===== src/rtl/pc_gen_if_if.sv =====
// Fetch-address generator bus: redirect/stall requests in, fetch PC and status out.
// The misalign_o signal exists only when PC_ALIGN_CHK_EN is defined.
interface pc_gen_if_if #(
   parameter int XLEN = 32
);
   logic            stall_i;
   logic            br_taken_i;
   logic [XLEN-1:0] br_base_i;
   logic [XLEN-1:0] br_offset_i;
   logic            jmp_i;
   logic [XLEN-1:0] jmp_target_i;
   logic [XLEN-1:0] pc_o;
   logic [XLEN-1:0] pc_plus_o;
   logic            flush_o;
   logic            valid_o;
`ifdef PC_ALIGN_CHK_EN
   logic            misalign_o;
`endif

   modport master (
`ifdef PC_ALIGN_CHK_EN
      input  misalign_o,
`endif
      output stall_i, br_taken_i, br_base_i, br_offset_i, jmp_i, jmp_target_i,
      input  pc_o, pc_plus_o, flush_o, valid_o
   );

   modport slave (
`ifdef PC_ALIGN_CHK_EN
      output misalign_o,
`endif
      input  stall_i, br_taken_i, br_base_i, br_offset_i, jmp_i, jmp_target_i,
      output pc_o, pc_plus_o, flush_o, valid_o
   );
endinterface


===== src/rtl/pc_gen_if.sv =====
// IF-stage fetch-address generator: PC register, sequential increment, jump/branch
// redirect (beats stall), stall hold and IF/ID flush pulse. Optional macro PC_ALIGN_CHK_EN.
module pc_gen_if #(
   parameter int          XLEN      = 32,
   parameter logic [31:0] RESET_PC  = 32'h0000_0000,
   parameter int          INC       = 4,
   parameter int          OFF_SHIFT = 2
) (
   input logic         clk,
   input logic         rst_n,
   pc_gen_if_if.slave  bus
);

   localparam logic [XLEN-1:0] RESET_PC_X = XLEN'(RESET_PC);
   localparam logic [XLEN-1:0] INC_X      = XLEN'(INC);

   typedef enum logic [0:0] {
      ST_BOOT = 1'b0,
      ST_RUN  = 1'b1
   } state_t;

   state_t          state_r;
   state_t          state_nxt_s;
   logic [XLEN-1:0] pc_r;
   logic [XLEN-1:0] pc_nxt_s;
   logic [XLEN-1:0] target_s;
   logic [XLEN-1:0] br_off_sh_s;
   logic            redir_s;
   logic            flush_r;
   logic            valid_r;
   logic            valid_nxt_s;

   // Left shift of the two's-complement offset; truncation makes it identical to <<<.
   assign br_off_sh_s = bus.br_offset_i << OFF_SHIFT;

   // State register: BOOT gives the reset PC one fetch slot before RUN.
   always_ff @(posedge clk or negedge rst_n) begin
      if (!rst_n) begin
         state_r <= ST_BOOT;
      end else begin
         state_r <= state_nxt_s;
      end
   end

   // Next-state logic.
   always_comb begin
      state_nxt_s = state_r;
      case (state_r)
         ST_BOOT: state_nxt_s = ST_RUN;
         ST_RUN:  state_nxt_s = ST_RUN;
         default: state_nxt_s = ST_BOOT;
      endcase
   end

   // Output/datapath logic: next PC in priority jump > branch > stall > increment.
   always_comb begin
      pc_nxt_s    = pc_r;
      target_s    = pc_r;
      redir_s     = 1'b0;
      valid_nxt_s = 1'b0;
      case (state_r)
         ST_BOOT: begin
            pc_nxt_s    = pc_r;
            valid_nxt_s = 1'b1;
         end
         ST_RUN: begin
            valid_nxt_s = 1'b1;
            if (bus.jmp_i) begin
               redir_s  = 1'b1;
               target_s = bus.jmp_target_i;
               pc_nxt_s = bus.jmp_target_i;
            end else if (bus.br_taken_i) begin
               redir_s  = 1'b1;
               target_s = bus.br_base_i + br_off_sh_s;
               pc_nxt_s = bus.br_base_i + br_off_sh_s;
            end else if (bus.stall_i) begin
               pc_nxt_s = pc_r;
            end else begin
               pc_nxt_s = pc_r + INC_X;
            end
         end
         default: begin
            pc_nxt_s    = RESET_PC_X;
            valid_nxt_s = 1'b0;
         end
      endcase
   end

   // PC, flush and valid registers.
   always_ff @(posedge clk or negedge rst_n) begin
      if (!rst_n) begin
         pc_r    <= RESET_PC_X;
         flush_r <= 1'b0;
         valid_r <= 1'b0;
      end else begin
         pc_r    <= pc_nxt_s;
         flush_r <= redir_s;
         valid_r <= valid_nxt_s;
      end
   end

   assign bus.pc_o      = pc_r;
   assign bus.pc_plus_o = pc_r + INC_X;
   assign bus.flush_o   = flush_r;
   assign bus.valid_o   = valid_r;

`ifdef PC_ALIGN_CHK_EN
   logic misalign_r;

   // True when any of the low OFF_SHIFT address bits is set.
   function automatic logic addr_misaligned(input logic [XLEN-1:0] addr);
      logic [XLEN-1:0] mask;
      mask = ({{(XLEN-1){1'b0}}, 1'b1} << OFF_SHIFT) - {{(XLEN-1){1'b0}}, 1'b1};
      return |(addr & mask);
   endfunction

   // One-cycle misalignment flag; the raw target is still loaded into the PC.
   always_ff @(posedge clk or negedge rst_n) begin
      if (!rst_n) begin
         misalign_r <= 1'b0;
      end else begin
         misalign_r <= redir_s & addr_misaligned(target_s);
      end
   end

   assign bus.misalign_o = misalign_r;
`endif

endmodule


===== src/flat_wrapper.sv =====
// flat-port wrapper written by rule: the top's interface ports become plain ports
module pc_gen_if_flat 
#(
   parameter int          XLEN      = 32,
   parameter logic [31:0] RESET_PC  = 32'h0000_0000,
   parameter int          INC       = 4,
   parameter int          OFF_SHIFT = 2
)
  (clk, rst_n, bus_stall_i, bus_br_taken_i, bus_br_base_i, bus_br_offset_i, bus_jmp_i, bus_jmp_target_i, bus_pc_o, bus_pc_plus_o, bus_flush_o, bus_valid_o);
  pc_gen_if_if #(.XLEN(XLEN)) bus_i ();
  input logic clk;
  input logic rst_n;
  input wire logic [$bits(bus_i.stall_i)-1:0] bus_stall_i;
  input wire logic [$bits(bus_i.br_taken_i)-1:0] bus_br_taken_i;
  input wire logic [$bits(bus_i.br_base_i)-1:0] bus_br_base_i;
  input wire logic [$bits(bus_i.br_offset_i)-1:0] bus_br_offset_i;
  input wire logic [$bits(bus_i.jmp_i)-1:0] bus_jmp_i;
  input wire logic [$bits(bus_i.jmp_target_i)-1:0] bus_jmp_target_i;
  output wire logic [$bits(bus_i.pc_o)-1:0] bus_pc_o;
  output wire logic [$bits(bus_i.pc_plus_o)-1:0] bus_pc_plus_o;
  output wire logic [$bits(bus_i.flush_o)-1:0] bus_flush_o;
  output wire logic [$bits(bus_i.valid_o)-1:0] bus_valid_o;
  assign bus_i.stall_i = bus_stall_i;
  assign bus_i.br_taken_i = bus_br_taken_i;
  assign bus_i.br_base_i = bus_br_base_i;
  assign bus_i.br_offset_i = bus_br_offset_i;
  assign bus_i.jmp_i = bus_jmp_i;
  assign bus_i.jmp_target_i = bus_jmp_target_i;
  assign bus_pc_o = bus_i.pc_o;
  assign bus_pc_plus_o = bus_i.pc_plus_o;
  assign bus_flush_o = bus_i.flush_o;
  assign bus_valid_o = bus_i.valid_o;
  pc_gen_if #(.XLEN(XLEN), .RESET_PC(RESET_PC), .INC(INC), .OFF_SHIFT(OFF_SHIFT)) u_core (.clk(clk), .rst_n(rst_n), .bus(bus_i));
endmodule

===== config.mk =====
export PLATFORM = sky130hd
export DESIGN_NAME = pc_gen_if_flat
export DESIGN_NICKNAME = d
export VERILOG_FILES = /design/src/rtl/pc_gen_if_if.sv /design/src/rtl/pc_gen_if.sv /design/src/flat_wrapper.sv
export SDC_FILE = /design/constraint.sdc
export NUM_CORES = 1
export LEC_CHECK = 0
export BUFFER_PORTS_ARGS = -buffer_cell sky130_fd_sc_hd__buf_2
export CORE_MARGIN = 2
export CORE_UTILIZATION = 30
export DETAILED_ROUTE_END_ITERATION = 7
export GPL_ROUTABILITY_DRIVEN = 0
export SLEW_MARGIN = 0
export SYNTH_ARGS = -nofsm -noshare
export SYNTH_HDL_FRONTEND = slang
export SYNTH_SLANG_ARGS = --single-unit

===== constraint.sdc =====
create_clock -name clk -period 2.8 [get_ports clk]
set_input_delay 0.28 -clock clk [delete_from_list [all_inputs] [get_ports clk]]
set_output_delay 0.28 -clock clk [all_outputs]
set_load 0.05 [all_outputs]

==> flow_summary.toml, run 1 <==
[outcome]
outcome = "finished clean"

[clock_tree]
clkSlewWorstSetupHoldPaths_ns = 0.05
cts_max_level = 2
clk_path_buf_depth = 2
clock_sinks = 34
cts_tree = "yes"
cts_root_buf = "clkbuf_16"
cts_buffers = 5
post_cts_resized = 0
insertion_delay_ns = 0.28

[min_path]
hold_class = "input port to asynchronous set/reset pin"

[final_layout]
final_core_util = 0.398
fin_nets = 807
areaGrowthSynthToFinish_pct = 30.6
final_area_um2 = 5250
n_antenna_cell = 0
final_cell_count_no_fill = 851
drive_above_1_share = 0.316
n_fill_cell = 1423

[floorplan]
rows = 42
dieWidth_um = 120
pin_count = 167
initial_utilization = 0.305
dieArea_um2 = 14400
fp.dieH_um = 120
core_area_um2 = 13200

[sta]
hold_viol_final = 0
fmax_ghz = 0.368
slew_viol_final = 0
fin_skew_ns = 0.00532
rsz0062_at_grt = "false"
finalSetupTns_ns = 0
setup_viol = 0
worst_pin_slew_ns = 0.857
min_period_over_period = 0.970
slew_headroom = 0.429
min_period_ns = 2.71

[yosys]
synth_simple_gate_area_share = 0.213
synth_flop_cell = "dfrtp_1"
yosysSeqAreaShare = 0.212
synth_seq_cells = 34
syn-mean-instance-area_um2 = 7.66
synthArstFlopShare = 1.00
synth_top_area_share = 0.212
synthMuxAreaShare = 0.0124
yosysMostFrequentCell = "nand2_1"
ys_types = 70
synth-adder-area-share = 0.0983
synth_commonest_cells = "nand2_1, a21oi_1, o21ai_0"
syn_inst = 525
synth_top_family_by_area = "compound AO/OA/AOI/OAI gates"
synth_edf_count = 0
synth.top_cells.by_area = "dfrtp_1, ha_1, xnor2_1"
yosys_warnings = 0
syn_area_um2 = 4020
syn_nets = 657
yosys.area.top_type = "dfrtp_1"
synth-compound-area-share = 0.304
synth-xor-area-share = 0.115

[detailed_routing]
drt_first_pass_iters = 4
route.detailed.drc = 0
postRouteAntennaNets = 0
wire_per_inst_um = 16.6
vias = 4542
drt_iter0_drc = 204
wl_mm = 14.2
viasPerCell = 5.34

[setup_path]
r2r-end = "u_core.bus.pc_o[30]$_DFFE_PN0P_"
r2r_cells = 8
critical_path_class = "flop to output pin"
arrival_ns = 2.43
endpoint = "bus_pc_plus_o[26]"
ff2ff_setup_slack_ns = 0.55
worstSetupEndpointType = "output pin"
r2r_start = "u_core.bus.pc_o[14]$_DFFE_PN0P_"
required_ns = 2.52
cp_max_fo = 5
crit_start = "u_core.bus.pc_o[14]$_DFFE_PN0P_"
cp-start-kind = "flop"

[placement]
placed_area_um2 = 5110
port_buffers = 164
dp.cells = 843
hpwlAfterDp_mm = 11.3

[job]
maxCapViolCount = 0

[global_route]
antenna_found_initial = 0
grt_pass1_vias = 4400
grt_pass1_wl_mm = 22.3
grt_usage = 0.195
overflow = 0
grt_max_degree = 40

[power_and_ir_drop]
power_density_nw_per_um2 = 544
leakagePower_uw = 0.00247
ir_worst_vdd_v = 0.000193
-- cell usage in the layout, fill, tap and decap left out, types with 6 or more instances in the layout --
cell type,instances
nand4_1,10
o22ai_1,7
o21ai_0,43
ha_1,30
nor2_1,30
xnor2_1,27
buf_2,164
o21ai_1,10
nor3_1,6
nand3_1,18
o221ai_1,6
nand2_1,67
a21oi_1,51
dfrtp_1,34
or3_1,7
buf_4,11
and3_1,10
inv_1,7
a211oi_1,9
a21o_1,12
o211ai_1,7
xnor2_2,12
xor2_1,12
-- layer usage --
metal / up-vias / routed length, um / GRT usage
met5: - / 0 / 0
met4: 0 / 223 / 0.0647
met3: 19 / 824 / 0.0242
met2: 169 / 6470 / 0.313
met1: 2119 / 6640 / 0.271
li1: 2235 / - / -
-- critical path: stages, from the launching register on --
cell and delay (ns):
dfrtp_1 0.48, and4_1 0.33, and4_4 0.27, and4_1 0.19, and4_1 0.32, nand2_1 0.15, xnor2_2 0.14, buf_2 0.27
-- kinds of logic after synthesis --
family,after synthesis
other,1
buffers and inverters,41
adders and majority gates,31
and+or+nand+nor,173
DFF,34
xor gates and xnor gates,53
AOI/OAI and AO/OA,187
muxes,5
-- final cells by class --
class | count | area (um^2) | share of cell area
Sequential cell | 34 | 851 | 0.162
Timing Repair Buffer | 176 | 923 | 0.176
Multi-Input combinational cell | 450 | 3100 | 0.589
Clock buffer | 7 | 133 | 0.0252
Tap cell | 176 | 220 | 0.0419
Inverter | 8 | 30.0 | 0.00572
-- worst min-delay path by stage --
stage / end / cells past startpoint
finish: u_core.bus.pc_o[5]$_DFFE_PN0P_ / 1
CTS: u_core.bus.pc_o[17]$_DFFE_PN0P_ / 1
global placement: u_core.bus.pc_o[6]$_DFFE_PN0P_ / 1
global route: u_core.bus.pc_o[4]$_DFFE_PN0P_ / 1
detailed placement: u_core.bus.pc_o[5]$_DFFE_PN0P_ / 1
floorplan: u_core.bus.flush_o$_DFF_PN0_ / 0
-- what timing repair did --
item | 4_1_cts | 5_1_grt
hold buffers | 0 | 0
setup buffers | 0 | 1
endpoints found under the setup margin | 0 | 3
-- metrics by stage --
step	setup slack (ns)	total power, uW	hold WS [ns]
2_1_floorplan	-0.0722	1900	-0.0156
3_3_place_gp	0.0681	2310	0.439
3_5_place_dp	0.0362	2330	0.435
4_1_cts	0.0283	2880	0.131
5_1_grt	0.00515	3010	0.176
6_report	0.0852	2860	0.114
-- power by group --
| part | switching [uW] | internal [uW] |
|---|---|---|
| logic | 1130 | 488 |
| clock network | 202 | 325 |
| registers | 144 | 572 |
| total | 1480 | 1380 |
-- flip-flops by register name, summed over array words and instances, names as in the netlist --
name and cells:
u_core.bus.pc_o 32, u_core.bus.flush_o 1, u_core.state_r 1
Power figures use the tool's default switching activity.
==> inputs of run 2 (changes only) <==
RECOVER_POWER = 25   (was not set)
==> run 2 against run 1 <==
Effect of this change:
- the run now ends with max-capacitance violations, max-slew violations left
- global-route usage is the same
- critical path depth is the same
- combinational power is essentially flat
- first-iteration DRC count is the same
- final cell count is the same
- register-to-register slack is essentially flat
- final area is essentially flat
- total power is essentially flat
- die area is the same
- utilization is essentially flat
- clock skew shrank 0.0011 ns
- critical path type unchanged
==> flow_summary.toml, run 2 (synthesis results as in run 1) <==
[final_layout]
areaGrowthSynthToFinish_pct = 30.6
n_antenna_cell = 0
largest_reg_flops = 32
final_common_cell = "buf_2"
final_cell_mix = "buf_2, nand2_1, a21oi_1"
fin_nets = 807
drive_above_1_share = 0.314
n_fill_cell = 1424
seq_area_um2 = 851
final_core_util = 0.398
multi_input_area_um2 = 3100

[floorplan]
initial_utilization = 0.305
rows = 42
core_area_um2 = 13200
fp.dieH_um = 120
dieArea_um2 = 14400
pin_count = 167
dieWidth_um = 120

[global_route]
antenna_found_initial = 0
grt_pass1_wl_mm = 22.3
grt_usage = 0.195
grt_pass1_vias = 4400
overflow = 0
grt_max_degree = 40

[clock_tree]
cts_tree = "yes"
post_cts_resized = 0
cts_max_level = 2
clock_sinks = 34
cts_root_buf = "clkbuf_16"
clkSlewWorstSetupHoldPaths_ns = 0.05
cts_buffers = 5
clk_path_buf_depth = 2
insertion_delay_ns = 0.28

[outcome]
outcome = "finished with violations"
violations = "max-capacitance violations, max-slew violations"

[sta]
setup_viol = 0
fin_skew_ns = 0.00426
hold_viol_final = 0
setup_slack_ns = 0.0922
slew_viol_final = 35
rsz0062_at_grt = "false"
hold_slack_ns = 0.278
min_period_ns = 2.71
slew_headroom = -0.372
worst_pin_slew_ns = 2.06
fmax_ghz = 0.369
min_period_over_period = 0.967

[placement]
port_buffers = 164
hpwlAfterDp_mm = 11.3
place_ws_ns = 0.0362

[setup_path]
critical_path_class = "flop to output pin"
required_ns = 2.52
cp-start-kind = "flop"
worstSetupEndpointType = "output pin"
arrival_ns = 2.43
r2r_cells = 8
cp_max_fo = 5

[detailed_routing]
drt_iter0_drc = 204
postRouteAntennaNets = 0
route.detailed.drc = 0
wire_per_inst_um = 16.6
viasPerCell = 5.33
drt_first_pass_iters = 5
wl_mm = 14.1
vias = 4533

[power_and_ir_drop]
leakagePower_uw = 0.00247
ir_worst_vdd_v = 0.000193
power_density_nw_per_um2 = 544
finalPower_uw = 2860

[min_path]
hold_class = "input port to flop"
whs_path_depth = 3

[job]
maxCapViolCount = 1
==> run 2: routing by layer <==
metal,GRT usage,part of all wire,up-vias
li1,-,-,2235
met1,0.271,0.46,2112
met2,0.313,0.45,167
met3,0.0242,0.060,19
met4,0.0647,0.021,0
met5,0,0,-
==> run 2: path summary, 6_finish.rpt <==
check                                                      from                               to  slack [ns]
worst max-delay path            u_core.bus.pc_o[14]$_DFFE_PN0P_                bus_pc_plus_o[26]        0.09
worst min register to register   u_core.bus.pc_o[6]$_DFFE_PN0P_   u_core.bus.pc_o[6]$_DFFE_PN0P_        0.56
min in group asynchronous                                 rst_n   u_core.bus.pc_o[5]$_DFFE_PN0P_        0.59
worst max register to register  u_core.bus.pc_o[14]$_DFFE_PN0P_  u_core.bus.pc_o[30]$_DFFE_PN0P_        0.56
worst min-delay path                        bus_jmp_target_i[0]   u_core.bus.pc_o[0]$_DFFE_PN0P_        0.28
max in group asynchronous                                 rst_n  u_core.bus.pc_o[26]$_DFFE_PN0P_        1.03
==> run 2: power by group <==
part	internal, uW	total [uW]	leakage (uW)	switching (uW)
logic	488	1620	0.00200	1130
registers	572	716	0.000404	144
clock network	325	527	0.0000640	201
total	1380	2860	0.00247	1470
==> run 2: through the flow <==
step,area (um^2),instances,TNS (ns)
global route,5250,851,0
CTS,5250,850,0
global placement,5110,843,0
floorplan,4130,525,-0.123
detailed placement,5110,843,0
finish,5250,851,0
==> run 2: critical path, stage by stage (launching register included) <==
cell and delay (ns):
dfrtp_1 0.48, and4_1 0.33, and4_4 0.27, and4_1 0.18, and4_1 0.31, nand2_1 0.15
xnor2_2 0.14, buf_2 0.27
==> run 2: timing repair <==
item	4_1_cts	5_1_grt
setup endpoints to repair	0	3
hold endpoints to repair	0	0
hold buffers	0	0
setup buffers	0	1
==> run 2: final cells by class <==
type	count	area share
multi-input combinational	450	0.590
timing repair buffer	176	0.176
sequential	34	0.162
tap	176	0.0419
clock buffer	7	0.0253
inverter	8	0.00572
